==> src/rtl/sim_run_controller.sv <==
// Run/halt controller with watchdog and a back-pressurable state dump.
// After halt or timeout it drains, then streams the RF followed by DMEM through one read port.
module sim_run_controller #(
  parameter int DATA_W    = 32,
  parameter int RF_AW     = 5,
  parameter int MEM_AW    = 10,
  parameter int DRAIN_CYC = 30,
  parameter int CNT_W     = 32,
  localparam int AW       = (RF_AW > MEM_AW) ? RF_AW : MEM_AW
) (
  input  logic              clk,
  input  logic              rst,
  input  logic              halt,
  input  logic [CNT_W-1:0]  wdog_limit,
  output logic              rd_en,
  output logic              rd_sel,
  output logic [AW-1:0]     rd_addr,
  input  logic [DATA_W-1:0] rd_data,
  output logic              out_valid,
  input  logic              out_ready,
  output logic [DATA_W-1:0] out_data,
  output logic              out_sel,
  output logic [AW-1:0]     out_addr,
  output logic              out_last,
  output logic [CNT_W-1:0]  cycle_count,
  output logic              timeout,
  output logic              done
);

  localparam int DCW = (DRAIN_CYC > 0) ? $clog2(DRAIN_CYC + 1) : 1;
  localparam logic [DCW-1:0] DRAIN_LOAD = DCW'(DRAIN_CYC);
  localparam logic [AW-1:0]  RF_LAST    = AW'({RF_AW{1'b1}});
  localparam logic [AW-1:0]  MEM_LAST   = AW'({MEM_AW{1'b1}});

  typedef enum logic [2:0] {
    S_RUN   = 3'd0,
    S_DRAIN = 3'd1,
    S_ISSUE = 3'd2,
    S_WAIT  = 3'd3,
    S_DONE  = 3'd4
  } state_t;

  state_t              state_q, state_d;
  logic [CNT_W-1:0]    cnt_q, cnt_d;
  logic                timeout_q, timeout_d;
  logic                done_q, done_d;
  logic [DCW-1:0]      drain_q, drain_d;
  logic                sel_q, sel_d;
  logic [AW-1:0]       addr_q, addr_d;
  logic                rd_en_q, rd_en_d;
  logic                valid_q, valid_d;
  logic                fresh_q, fresh_d;
  logic [DATA_W-1:0]   data_q, data_d;
  logic                last_q, last_d;
  logic                handshake;

  assign handshake = valid_q & out_ready;

  always_comb begin
    state_d   = state_q;
    cnt_d     = cnt_q;
    timeout_d = timeout_q;
    done_d    = done_q;
    drain_d   = drain_q;
    sel_d     = sel_q;
    addr_d    = addr_q;
    valid_d   = valid_q;
    fresh_d   = 1'b0;
    data_d    = fresh_q ? rd_data : data_q;
    last_d    = last_q;

    case (state_q)
      S_RUN: begin
        // halt takes priority over a watchdog hit in the same cycle
        if (halt) begin
          state_d = S_DRAIN;
          drain_d = DRAIN_LOAD;
        end else if ((wdog_limit != '0) && (cnt_q == wdog_limit)) begin
          timeout_d = 1'b1;
          state_d   = S_DRAIN;
          drain_d   = DRAIN_LOAD;
        end else begin
          cnt_d = cnt_q + 1'b1;
        end
      end

      S_DRAIN: begin
        if (drain_q == '0) begin
          state_d = S_ISSUE;
          sel_d   = 1'b0;
          addr_d  = '0;
        end else begin
          drain_d = drain_q - 1'b1;
        end
      end

      S_ISSUE: begin
        state_d = S_WAIT;
        valid_d = 1'b1;
        fresh_d = 1'b1;
        last_d  = sel_q && (addr_q == MEM_LAST);
      end

      S_WAIT: begin
        if (handshake) begin
          valid_d = 1'b0;
          last_d  = 1'b0;
          if (last_q) begin
            state_d = S_DONE;
            done_d  = 1'b1;
          end else begin
            state_d = S_ISSUE;
            if (!sel_q && (addr_q == RF_LAST)) begin
              sel_d  = 1'b1;
              addr_d = '0;
            end else begin
              addr_d = addr_q + 1'b1;
            end
          end
        end
      end

      S_DONE: begin
        state_d = S_DONE;
      end

      default: begin
        state_d = S_RUN;
      end
    endcase

    rd_en_d = (state_d == S_ISSUE);
  end

  always_ff @(posedge clk or posedge rst) begin
    if (rst) begin
      state_q   <= S_RUN;
      cnt_q     <= '0;
      timeout_q <= 1'b0;
      done_q    <= 1'b0;
      drain_q   <= '0;
      sel_q     <= 1'b0;
      addr_q    <= '0;
      rd_en_q   <= 1'b0;
      valid_q   <= 1'b0;
      fresh_q   <= 1'b0;
      data_q    <= '0;
      last_q    <= 1'b0;
    end else begin
      state_q   <= state_d;
      cnt_q     <= cnt_d;
      timeout_q <= timeout_d;
      done_q    <= done_d;
      drain_q   <= drain_d;
      sel_q     <= sel_d;
      addr_q    <= addr_d;
      rd_en_q   <= rd_en_d;
      valid_q   <= valid_d;
      fresh_q   <= fresh_d;
      data_q    <= data_d;
      last_q    <= last_d;
    end
  end

  // The read port's output register supplies the word in its first valid cycle;
  // data_q keeps it stable for any following back-pressured cycles.
  assign out_data    = fresh_q ? rd_data : data_q;
  assign out_valid   = valid_q;
  assign out_sel     = sel_q;
  assign out_addr    = addr_q;
  assign out_last    = last_q;
  assign rd_en       = rd_en_q;
  assign rd_sel      = sel_q;
  assign rd_addr     = addr_q;
  assign cycle_count = cnt_q;
  assign timeout     = timeout_q;
  assign done        = done_q;

endmodule

==> config.mk <==
export PLATFORM = sky130hd
export DESIGN_NAME = sim_run_controller
export DESIGN_NICKNAME = d
export VERILOG_FILES = /design/src/rtl/sim_run_controller.sv
export SDC_FILE = /design/constraint.sdc
export NUM_CORES = 1
export LEC_CHECK = 0
export ABC_AREA = 1
export BUFFER_PORTS_ARGS = -buffer_cell sky130_fd_sc_hd__buf_2
export CAP_MARGIN = 20
export CORE_ASPECT_RATIO = 1.5
export CORE_MARGIN = 3
export CORE_UTILIZATION = 25
export CTS_BUF_LIST = sky130_fd_sc_hd__clkbuf_4 sky130_fd_sc_hd__clkbuf_8
export DETAILED_ROUTE_END_ITERATION = 10
export PLACE_DENSITY_LB_ADDON = 0.08
export SYNTH_ARGS = -nofsm -noshare
export SYNTH_HDL_FRONTEND = slang
export SYNTH_SLANG_ARGS = --single-unit
==> constraint.sdc <==
create_clock -name clk -period 9 [get_ports clk]
set_input_delay 2.7 -clock clk [delete_from_list [all_inputs] [get_ports clk]]
set_output_delay 2.7 -clock clk [all_outputs]
set_load 0.03 [all_outputs]
## Yosys cells after proc, flatten, opt, wreduce, memory -nomap -nowiden

Index checks and enable logic that the tools add are counted.

| storage, ports and cells | value |
|---|---|
| register bits | 89 |
| input port bits | 68 |
| output and inout bits | 91 |
| word-level logic and storage cells | 74 |

| cells by class | value |
|---|---|
| add/subtract/negate cells | 3 |
| equality and inequality tests | 14 |
| multiplexer cells | 25 |
| bitwise operators | 3 |
| reduce and logical (&&, ||, !) cells | 17 |

Operators with widths:

| kind | number |
|---|---|
| $mux 10 | 4 |
| $add 32x1->32 const B | 1 |
| $eq 32x32->1 | 1 |
| $mux 32 | 1 |
| $reduce_bool 32->1 | 1 |
| $pmux 10 s2 | 1 |
| $mux 3 | 5 |
| $mux 5 | 3 |
| $pmux 3 s5 | 1 |
| $reduce_and 3->1 | 4 |
| $add 10x1->10 const B | 1 |
| $eq 10x10->1 const B | 1 |
| $eq 10x5->1 const B | 1 |
| $ne 2x2->1 const B | 5 |
| $pmux 5 s2 | 1 |
| $eq 3x2->1 const B | 3 |
| $mux 1 | 6 |
| $pmux 1 s2 | 3 |
| $reduce_bool 2->1 | 3 |
| $logic_not 5->1 | 1 |
| $reduce_and 5->1 | 1 |
| $sub 5x1->5 const B | 1 |
| $reduce_and 4->1 | 1 |
| $eq 3x1->1 const B | 1 |
| other kinds (8) | 11 |

## Logic depth before layout (Yosys ltp)

| depth | value |
|---|---|
| word-level depth | 6 |
| mapped depth | 12 |
| mapped depth without buffers | 12 |

## Worst setup path before layout

OpenSTA, ideal clock, no wires.

| timing path | value |
|---|---|
| kind | input to output |
| from | input rd_data[0] |
| to | output out_data[0] |
| data arrival time | 3.038 ns |
| data required time | 6.300 ns |
| setup slack | 3.262 ns |
| cell stages on the path | 1 |
| buffers on the path | 0 |
| cells stage by stage | mux2_2 |

| between the ends | value |
|---|---|
| longest elaborated chain between the ends | 1 |

Ends and longest elaborated chain:

| what | line | source |
|---|---|---|
| start, declared | 18 | `input logic [DATA_W-1:0] rd_data,` |
| $mux 32 | 167 | `assign out_data = fresh_q ? rd_data : data_q;` |
| end, declared | 21 | `output logic [DATA_W-1:0] out_data,` |

No other way between the ends.

## Worst setup path after layout

| timing path | value |
|---|---|
| from | input rd_data[27] |
| to | output out_data[27] |

Same word-level chain as after synthesis.

==> flow_metrics.tcl <==
set metrics [dict create \
    status "finished, final reports clean" \
    cp_slowest_cell "mux2_2" \
    reg2reg_slack_ns 6.48 \
    drv_slew 0 \
    antenna_found_initial 0 \
    worstHoldStart "done" \
    post-route-util_pct 31.1 \
    tritoncts "yes" \
    crit_fanout 2 \
    slew_headroom_pct 46.2 \
    synth.cell_area_um2 5280 \
    max_slew.worst_pin.slew_ns 0.805 \
    whs_ns 0.475 \
    power_density_nw_per_um2 258 \
    min_period_ns 5.96 \
    ys_types 35 \
    fin_cells 1054 \
    wire_per_inst_um 15.2 \
    clk_transition_reported_paths_ns 0.09 \
    skew_ns 0.00986 \
    rsz0062_at_grt "no" \
    boundaryPins 159 \
    ant_nets 0 \
    path_cells "buf_2, mux2_2, buf_2" \
    htreeDepth 3 \
    drv_cap 0 \
    drt_first_pass_iters 4 \
    cts_hold_buf 0 \
    insertedDiodeCount 0 \
    critPathMaxStageDelay_ns 0.27 \
    yosysWarnings 0 \
    cp_common_cell "buf_2" \
    hpwl_um 12300 \
    final_nets 857 \
    drive_above_1_share_pct 29.7 \
    report.final.setup_viol 0 \
    timing.rr.start "state_q[1]" \
    drt_iter0_drc 212 \
    cts_resized 0 \
    clock_insertion_delay_worst_skew_ns 0.38 \
    crit_required_ns 6.30 \
    clockBufferDepth 2 \
    post-place-cells 1038 \
    grt_max_degree 53 \
    grt_pass1_vias 4769 \
    nFillCells 2246 \
    cts_sinks 89 \
    setup_tns_ns 0 \
    min_to "done" \
    synth_edf_count 0 \
    place_congestion 0.820 \
    regToRegEndpoint "drain_q[0]" \
    port_buffers 158 \
    drc 0 \
    routed_wl_um 16100 \
    num_rows 64 \
    fp.dieArea_um2 22900 \
    crit_arrival_ns 3.26 \
    dieHeight_um 184 \
    syn-num-nets 714 \
    path_class "in2out" \
    avgSynthCellArea_um2 8.22 \
    synthFlopType "dfrtp_1" \
    hold_viol 0 \
    post-cts-setup-buffers 0 \
    min_path_cells 2 \
    ir_drop_mv 0.114 \
    r2r_cells 8 \
    critPathLaunchType "input pin" \
    yosysSeqAreaShare_pct 42.2 \
    grt_overflow 0 \
    detail_route.vias_per_cell 4.41 \
    track_usage_pct 14.2 \
    postSynth.asyncResetShare_pct 100 \
    start_util_pct 25.6 \
    worstHoldPathType "reg2reg" \
    power_leakage_uw 0.00321 \
    cts_root_buffer "clkbuf_8" \
    core_area_um2 20600 \
    ys_seq_elements 89 \
    worst_setup_path_end_kind "output pin" \
    die_x_um 125 \
    timing.fmax_mhz 168 \
    area_growth_syn_to_layout_pct 21.2 \
    cts_buffers 9 \
    timing.final.crit_share_pct 66.2 \
    num_vias 4651 \
    grt_pass1_wl_um 26000 \
    syn_inst 642 \
]
worst max-delay path, delay by kind of cell:
kind | cells | cell delay, ns
muxes | 1 | 0.27
buffers and inverters | 2 | 0.29
per-layer routing:
metal  routed length [um]  global-route usage [%]
met5                    0                       0
met4                  206                    4.83
met3                  693                    2.76
met2                 8350                    25.4
met1                 6810                    17.1
Yosys cell counts (all sizes together), types with 4 or more instances:
| library cell | number | share of area, % |
|---|---|---|
| xor2 | 22 | 3.7 |
| o21ai | 11 | 1.0 |
| a21oi | 10 | 1.0 |
| nand3 | 54 | 5.4 |
| dfrtp | 89 | 42 |
| buf | 28 | 4.3 |
| nand2 | 195 | 14 |
| nor2 | 69 | 5.5 |
| mux2 | 32 | 6.8 |
| xnor2 | 31 | 5.3 |
| inv | 53 | 3.8 |
| ha | 4 | 0.95 |
| nor3 | 22 | 3.0 |
| nand4 | 10 | 1.2 |
per-stage QoR:
| step | cell area (um^2) | setup WS (ns) | power [uW] |
|---|---|---|---|
| 2_1_floorplan | 5280 | 3.26 | 1160 |
| 6_report | 6400 | 3.04 | 1650 |
| 3_5_place_dp | 6190 | 3.04 | 1380 |
| 3_3_place_gp | 6190 | 3.05 | 1360 |
| 4_1_cts | 6400 | 3.04 | 1690 |
| 5_1_grt | 6400 | 3.03 | 1770 |
power by group:
| part | internal, uW | leakage (uW) | total, uW | switching [uW] |
|---|---|---|---|---|
| registers | 515 | 0.00116 | 592 | 77.1 |
| logic | 249 | 0.00194 | 759 | 509 |
| clock network | 142 | 0.000108 | 302 | 160 |
| total | 906 | 0.00321 | 1650 | 746 |
flip-flops by register name, summed over array words and instances (netlist names):
signal and cells:
drain_q 5, done 1, out_sel 1, out_valid 1, state_q 3, fresh_q 1, out_addr 10, data_q 32
timeout 1, out_last 1, rd_en 1, cycle_count 32
cells in the final DEF (no fill, tap or decap), types with 2 or more instances in the layout:
cell type  count
ha_1           4
inv_1         52
nor3b_1        2
inv_6          3
clkbuf_8      10
a21oi_1        9
nand3_1       51
xor2_1        22
xnor2_1       30
nor2_1        62
o21ai_1        4
nor2_2         4
mux2_2        32
nand2_2        3
clkinv_2       2
o21ai_0        7
o211ai_1       2
buf_2        158
dfrtp_1       89
nor3_2         7
nand2_1      191
nand3_2        3
nor3_1        14
nor2_4         3
nand4_1       10
a211oi_1       2
buf_4          3
final cells by class:
type	count	area, um^2	share of cell area, %
clock buffer	11	145	2.27
timing repair buffer	161	813	12.7
sequential	89	2230	34.8
multi-input combinational	471	2620	40.9
inverter	53	200	3.13
clock inverter	5	61.3	0.959
tap	264	330	5.16
worst max path at each step:
stage                     start      endpoint  cells after the start
detailed placement  rd_data[27]  out_data[27]                      3
global placement    rd_data[27]  out_data[27]                      3
floorplan            rd_data[0]   out_data[0]                      1
CTS                 rd_data[27]  out_data[27]                      3
finish              rd_data[27]  out_data[27]                      3
global route        rd_data[22]  out_data[22]                      3
kinds of logic after synthesis:
family / Yosys count / share of synthesized area [%]
adders and majority gates: 4 / 0.948
DFF: 89 / 42.2
buffers and inverters: 82 / 8.18
AOI/OAI and AO/OA: 28 / 3.13
muxes: 32 / 6.83
and+or+nand+nor: 354 / 29.8
xor gates and xnor gates: 53 / 8.94
No activity file was read; power rests on OpenSTA's default activity.
